`src/rtl/filter_mode_controller.sv`:
```
// Filter mode selector: a debounced push button steps through the filter modes,
// and each new mode/threshold takes effect only at the end of a complete frame.
module filter_mode_controller #(
    parameter int          DEBOUNCE_CYCLES = 50000,
    parameter logic [10:0] LAST_ROW        = 11'd1023
) (
    input  logic        iCLK,
    input  logic        iRST,
    input  logic        iKEY,
    input  logic [3:0]  iSW_THR,
    input  logic        iDVAL,
    input  logic [10:0] iX_Cont,
    input  logic [10:0] iY_Cont,
    output logic [1:0]  oMODE,
    output logic [11:0] oTHRESH,
    output logic        oMODE_UPDATE,
    output logic        oPENDING,
    output logic [15:0] oFRAME_CNT
);
    localparam int          CW     = $clog2(DEBOUNCE_CYCLES + 1);
    localparam logic [CW-1:0] DB_MAX = CW'(DEBOUNCE_CYCLES - 1);

    typedef enum logic [1:0] {IDLE, PENDING, APPLY} state_t;

    logic          key_meta_q, key_sync_q, key_lvl_q;
    logic [CW-1:0] db_cnt_q;
    logic          dval_q;
    logic [10:0]   y_q;
    state_t        state_q, state_d;
    logic [1:0]    pend_q, pend_d;
    logic [1:0]    mode_q, mode_d;
    logic [11:0]   thr_q, thr_d;
    logic [15:0]   frame_cnt_q;
    logic          press, frame_end;
    logic          unused_x;

    assign unused_x = ^iX_Cont;

    always_ff @(posedge iCLK or negedge iRST) begin
        if (!iRST) begin
            key_meta_q <= 1'b1;
            key_sync_q <= 1'b1;
            key_lvl_q  <= 1'b1;
            db_cnt_q   <= '0;
        end else begin
            key_meta_q <= iKEY;
            key_sync_q <= key_meta_q;
            if (key_sync_q != key_lvl_q) begin
                if (db_cnt_q == DB_MAX) begin
                    key_lvl_q <= key_sync_q;
                    db_cnt_q  <= '0;
                end else begin
                    db_cnt_q <= db_cnt_q + 1'b1;
                end
            end else begin
                db_cnt_q <= '0;
            end
        end
    end

    // A press is the cycle the debouncer accepts a new low level.
    assign press = (key_sync_q != key_lvl_q) && (db_cnt_q == DB_MAX) && !key_sync_q;

    always_ff @(posedge iCLK or negedge iRST) begin
        if (!iRST) begin
            dval_q      <= 1'b0;
            y_q         <= '0;
            frame_cnt_q <= '0;
        end else begin
            dval_q <= iDVAL;
            y_q    <= iY_Cont;
            if (frame_end)
                frame_cnt_q <= frame_cnt_q + 16'd1;
        end
    end

    assign frame_end = dval_q && !iDVAL && (y_q == LAST_ROW);

    always_ff @(posedge iCLK or negedge iRST) begin
        if (!iRST) begin
            state_q <= IDLE;
            pend_q  <= 2'd0;
            mode_q  <= 2'd0;
            thr_q   <= 12'h800;
        end else begin
            state_q <= state_d;
            pend_q  <= pend_d;
            mode_q  <= mode_d;
            thr_q   <= thr_d;
        end
    end

    // Mode/threshold are loaded on entry to APPLY, so they are visible during APPLY.
    always_comb begin
        state_d = state_q;
        pend_d  = pend_q;
        mode_d  = mode_q;
        thr_d   = thr_q;
        case (state_q)
            IDLE: begin
                if (press) begin
                    state_d = PENDING;
                    pend_d  = mode_q + 2'd1;
                end
            end
            PENDING: begin
                if (frame_end) begin
                    state_d = APPLY;
                    mode_d  = pend_q;
                    thr_d   = {iSW_THR, 8'h00};
                end else if (press) begin
                    pend_d = pend_q + 2'd1;
                end
            end
            APPLY: begin
                if (press) begin
                    state_d = PENDING;
                    pend_d  = mode_q + 2'd1;
                end else begin
                    state_d = IDLE;
                end
            end
            default: state_d = IDLE;
        endcase
    end

    always_comb begin
        oMODE_UPDATE = 1'b0;
        oPENDING     = 1'b0;
        case (state_q)
            PENDING: oPENDING     = 1'b1;
            APPLY:   oMODE_UPDATE = 1'b1;
            default: ;
        endcase
    end

    assign oMODE      = mode_q;
    assign oTHRESH    = thr_q;
    assign oFRAME_CNT = frame_cnt_q;

endmodule

```
`config.mk`:
```
export PLATFORM = sky130hd
export DESIGN_NAME = filter_mode_controller
export DESIGN_NICKNAME = d
export VERILOG_FILES = /design/src/rtl/filter_mode_controller.sv
export SDC_FILE = /design/constraint.sdc
export NUM_CORES = 1
export LEC_CHECK = 0
export ABC_AREA = 1
export ABC_CLOCK_PERIOD_IN_PS = 1700
export CELL_PAD_IN_SITES_DETAIL_PLACEMENT = 1
export CELL_PAD_IN_SITES_GLOBAL_PLACEMENT = 1
export CORE_UTILIZATION = 37
export DETAILED_ROUTE_END_ITERATION = 16
export MAX_ROUTING_LAYER = met4
export PLACE_DENSITY_LB_ADDON = 0.1
export SLEW_MARGIN = 20
export SYNTH_ARGS = -nofsm -noshare
export SYNTH_HDL_FRONTEND = slang
export SYNTH_SLANG_ARGS = --single-unit
```
`constraint.sdc`:
```
create_clock -name iCLK -period 1.7 [get_ports iCLK]
set_clock_uncertainty 0.15 [all_clocks]
set_input_delay 0.255 -clock iCLK [delete_from_list [all_inputs] [get_ports iCLK]]
set_output_delay 0.255 -clock iCLK [all_outputs]
set_load 0.05 [all_outputs]
```
* Word-level counts from Yosys, hierarchy flattened *
Index checks and enable logic that the tools add are counted.

word-level totals
  logic and storage cells = 50
  output and inout bits = 32
  register bits after elaboration = 57

operators by class
  $add $sub $neg = 4
  reductions and logical operators = 13
  equal/unequal tests = 10
  muxes and demuxes = 12

operator list
  cell                                                                     count
  16-bit by 1-bit adder with 16-bit output, second input constant          2
  16-bit two-way mux                                                       2
  16-bit == test, second input constant                                    1
  11-bit by 10-bit == test with 1-bit output, second input constant        1
  2-bit two-way mux                                                        5
  2-bit inequality test, second input constant                             4
  2-bit one-hot mux with 3 select lines                                    1
  2-bit AND reduction                                                      3
  2-bit by 1-bit adder with 2-bit output, second input constant            2
  1-bit logical AND                                                        4
  2-bit one-hot mux with 2 select lines                                    1
  4-bit AND reduction                                                      1
  1-bit two-way mux                                                        3
  2-bit by 1-bit == test with 1-bit output, second input constant          1
  2-bit == test, second input constant                                     1
  1-bit logical NOT                                                        2
  2-bit logical NOT                                                        1
  2-bit by 1-bit inequality test with 1-bit output, second input constant  1
  2-bit nonzero test                                                       1
  2-bit OR reduction                                                       1
  1-bit inequality test                                                    1

* Longest topological paths before layout *
  depth in word-level cells = 6
  depth in mapped cells = 9

* Worst setup path before layout *
OpenSTA, ideal clock, no wires.

  kind = reg2reg
  from = register frame_cnt_q[0], in the netlist oFRAME_CNT[0]
  to = register frame_cnt_q[14], in the netlist oFRAME_CNT[14]
  cell stages (with the launch flop) = 9
  arrival time = 1.509 ns
  path slack = -0.077 ns
  required time = 1.432 ns
  period minus slack after synthesis = 1.777 ns
  library setup time = 0.118 ns
  path through = dfrtp_1 ha_1 inv_1 nor2_2 nand3_1 o21ai_1 nand2_1 nand2_1 nand2_1

on the way
  longest elaborated chain between the ends = 1

ends and longest elaborated chain
  element                                   line  RTL
  from (decl)                               33    logic [15:0] frame_cnt_q;
  from (signal assigned)                    73    frame_cnt_q <= frame_cnt_q + 16'd1;
  16-bit by 1-bit adder with 16-bit output  73

No other way between the ends.
A chain may end at the register's enable or synchronous reset.

* Final worst setup path *
  from = register state_q[0]
  to = output port oPENDING

on the way
  longest elaborated chain between the ends = 2

ends and longest elaborated chain
  element                                   line  RTL
  from (decl)                               29    state_t state_q, state_d;
  from (signal assigned)                    86    state_q <= state_d;
  2-bit by 1-bit == test with 1-bit output  130   case (state_q)
  1-bit two-way mux                         130
  to (decl)                                 17    output logic oPENDING,

No other way between the ends.

==> metrics.yaml <==
p_sw_share_pct: 22.9
io_buffers: 42
dieArea_mm2: 0.00774
final_util_pct: 54.1
grtUsageTotal_pct: 20.7
synthCells: 327
cts_buffers: 9
placementRows: 30
wl_per_cell_um: 13.6
avgSynthCellArea_um2: 8.36
setup_viol: 0
clk-insertion-delay-late_ps: 340
hp-class: "in2reg"
antenna_found_initial: 0
pwr-share-clk_pct: 46.7
worst-path-max-fanout: 7
num_io_pins: 62
die_x_um: 88.0
grt_overflow: 0
pwr-share-seq_pct: 47.4
viasPerCell: 4.61
reg2regPathDepth: 7
slowest_stage: "dfrtp_1"
outcome: "finished clean"
cts.sinks: 57
crit_start: "state_q[0]"
crit_type: "reg2out"
crit_chain: "nand2_1, inv_1, buf_12"
p_int_w: 0.00227
cts-htree-levels: 3
synthTopCellsByArea: "dfrtp_1 48%, nand2_1 12%, nor2_1 8.0%"
fin_tns_setup_ps: 0
initial_core_util_pct: 39.2
drt_iter0_markers: 100
maxSlewViolCount: 0
area_growth_pct: 38.2
post-place-ws_ps: -117
power_density_mw_per_mm2: 781
max_stage_delay_ps: 460
hold_depth: 1
synth_cell_type_count: 29
die_y_um: 88.0
gp_congestion: 0.811
clockRootBuffer: "clkbuf_8"
end_kind: "primary output"
clock_path_buffers: 2
max_cap_viol_count: 0
drc: 0
dp.cells: 474
worstSetupStartpointType: "register"
netlist_area_mm2: 0.00274
seq_area_frac_synth_pct: 52.3
dpl.hpwl_um: 4840
critPathRequiredTime_ps: 1290
num_vias: 2272
leakage_nw: 1.74
ir_drop_mv: 0.441
grt_max_degree: 58
synth.top_cell.area_share_pct: 48.5
combPwrFrac_pct: 5.9
antenna_cells: 0
worstPathArrival_ps: 1210
firstDrtPassIters: 4
synth_top_area_cell: "dfrtp_1"
worst_slack_ps: 87.5
routed_wl_um: 6680
final_nets: 424
cts.clk_slew.worst_paths_ps: 70
ys_ff_latch: 57
switchingPower_w: 0.000676
period_share_pct: 94.9
r2r-start: "db_cnt_q[0]"
postRouteAntennaNets: 0
fin_cells: 493
hold_viol: 0
crit_end: "oPENDING"
cts_tree: "built"
regToRegSetupSlack_ps: 110
regToRegEndpoint: "db_cnt_q[10]"
fmax_mhz: 620
finalCriticalPeriod_ps: 1610
yosysWarnings: 0
grt_pass1_wl_um: 11600
core-area_mm2: 0.00698
first_global_vias: 2491
drive_gt1_share_pct: 20.9
[kinds of logic (layout without fill, tap and decap cells)]
family | count (synthesis) | count (layout) | share of synthesized area (%)
adders and majority gates | 2 | 2 | 0.915
and+or+nand+nor | 190 | 190 | 30.7
other | 1 | 8 | 0.137
DFF | 57 | 57 | 52.3
AOI/OAI and AO/OA | 18 | 18 | 3.43
xor gates and xnor gates | 16 | 16 | 5.12
buffers and inverters | 43 | 106 | 7.32
[flip-flops by register name, indices dropped and copies added (netlist names)]
signal and cells:
db_cnt_q 16, dval_q 1, key_lvl_q 1, key_meta_q 1, key_sync_q 1, oFRAME_CNT 16
oMODE 2, oTHRESH 4, pend_q 2, state_q 2, y_q 11
[power by group through the flow]
stage	logic, W	clock network [W]	registers (W)
2_1_floorplan	0.0000876	0	0.00142
3_3_place_gp	0.000166	0	0.00142
3_5_place_dp	0.000168	0	0.00142
4_1_cts	0.000171	0.00143	0.00140
5_1_grt	0.000192	0.00148	0.00140
6_report	0.000173	0.00138	0.00140
[final cells by class]
class / instances / area [µm²]
tap: 96 / 120
fill: 827 / 3200
clock inverter: 5 / 80.1
multi-input combinational: 234 / 1160
sequential: 57 / 1430
timing repair buffer: 57 / 733
clock buffer: 11 / 131
inverter: 33 / 124
[cells in the mapped netlist]
master and count:
nand3_2 2, nor3_1 3, nor3_2 1, o21a_1 1, inv_1 31, nor3b_2 3, nor2_2 3, nand3_1 16
nor2_1 58, xnor2_1 7, buf_6 1, o21ai_1 2, dfrtp_1 53, or2_2 1, nor2_4 3, ha_1 2
buf_2 1, nand2_2 4, buf_4 8, dfstp_2 4, inv_2 2, o21ai_0 8, nor3b_1 1, conb_1 1
a31oi_1 1, a21oi_1 6, nand2_1 90, nand4_1 5, xor2_1 9
[repair_timing]
action                     in CTS  in global routing
setup buffers                   0                  2
pin swaps                       0                  1
setup endpoints to repair       1                 10
gates resized for setup         1                  6
hold buffers                    1                  0
hold endpoints to repair       53                  0
[stage by stage]
stage               power [W]  hold WS (ps)  cell area [µm²]
finish                0.00295           160             3780
global route          0.00307           148             3780
CTS                   0.00300           135             3740
detailed placement    0.00159           133             3520
global placement      0.00159           135             3520
floorplan             0.00151          -191             2760
[layout by cell type, fill, tap and decap left out, types with 2 or more instances in the layout]
| master | n |
|---|---|
| a21oi_1 | 6 |
| buf_12 | 21 |
| buf_4 | 17 |
| bufinv_16 | 2 |
| clkbuf_1 | 2 |
| clkbuf_8 | 9 |
| clkdlybuf4s50_1 | 17 |
| clkinvlp_4 | 2 |
| conb_1 | 8 |
| dfrtp_1 | 51 |
| dfrtp_2 | 2 |
| dfstp_2 | 4 |
| inv_1 | 31 |
| inv_2 | 2 |
| nand2_1 | 89 |
| nand2_2 | 5 |
| nand3_1 | 15 |
| nand3_2 | 3 |
| nand4_1 | 5 |
| nor2_1 | 57 |
| nor2_2 | 2 |
| nor2_4 | 5 |
| nor3_1 | 3 |
| nor3b_2 | 3 |
| o21ai_0 | 8 |
| xnor2_1 | 7 |
| xor2_1 | 9 |
[worst min-delay path by stage]
stage | end | slack [ps] | startpoint
CTS | key_meta_q | 130 | iKEY
global route | key_meta_q | 150 | iKEY
global placement | y_q[5] | 130 | iRST
finish | key_meta_q | 160 | iKEY
detailed placement | y_q[5] | 130 | iRST
floorplan | db_cnt_q[0] | -190 | iRST
[worst max-delay path, delay by kind of cell (launching register included)]
| family | cells | cell delay [ps] |
|---|---|---|
| flip-flops | 1 | 460 |
| buffers and inverters | 2 | 310 |
| AND/OR/NAND/NOR | 1 | 100 |
[routing by layer]
metal  wire [µm]  share of wire, %  track usage [%]
met1        3030                45             25.0
met2        3270                49             33.1
met3         262               3.9             5.28
met4         112               1.7             8.49
met5           0                 0                -
Note: power is estimated with default switching activity, not from simulation.
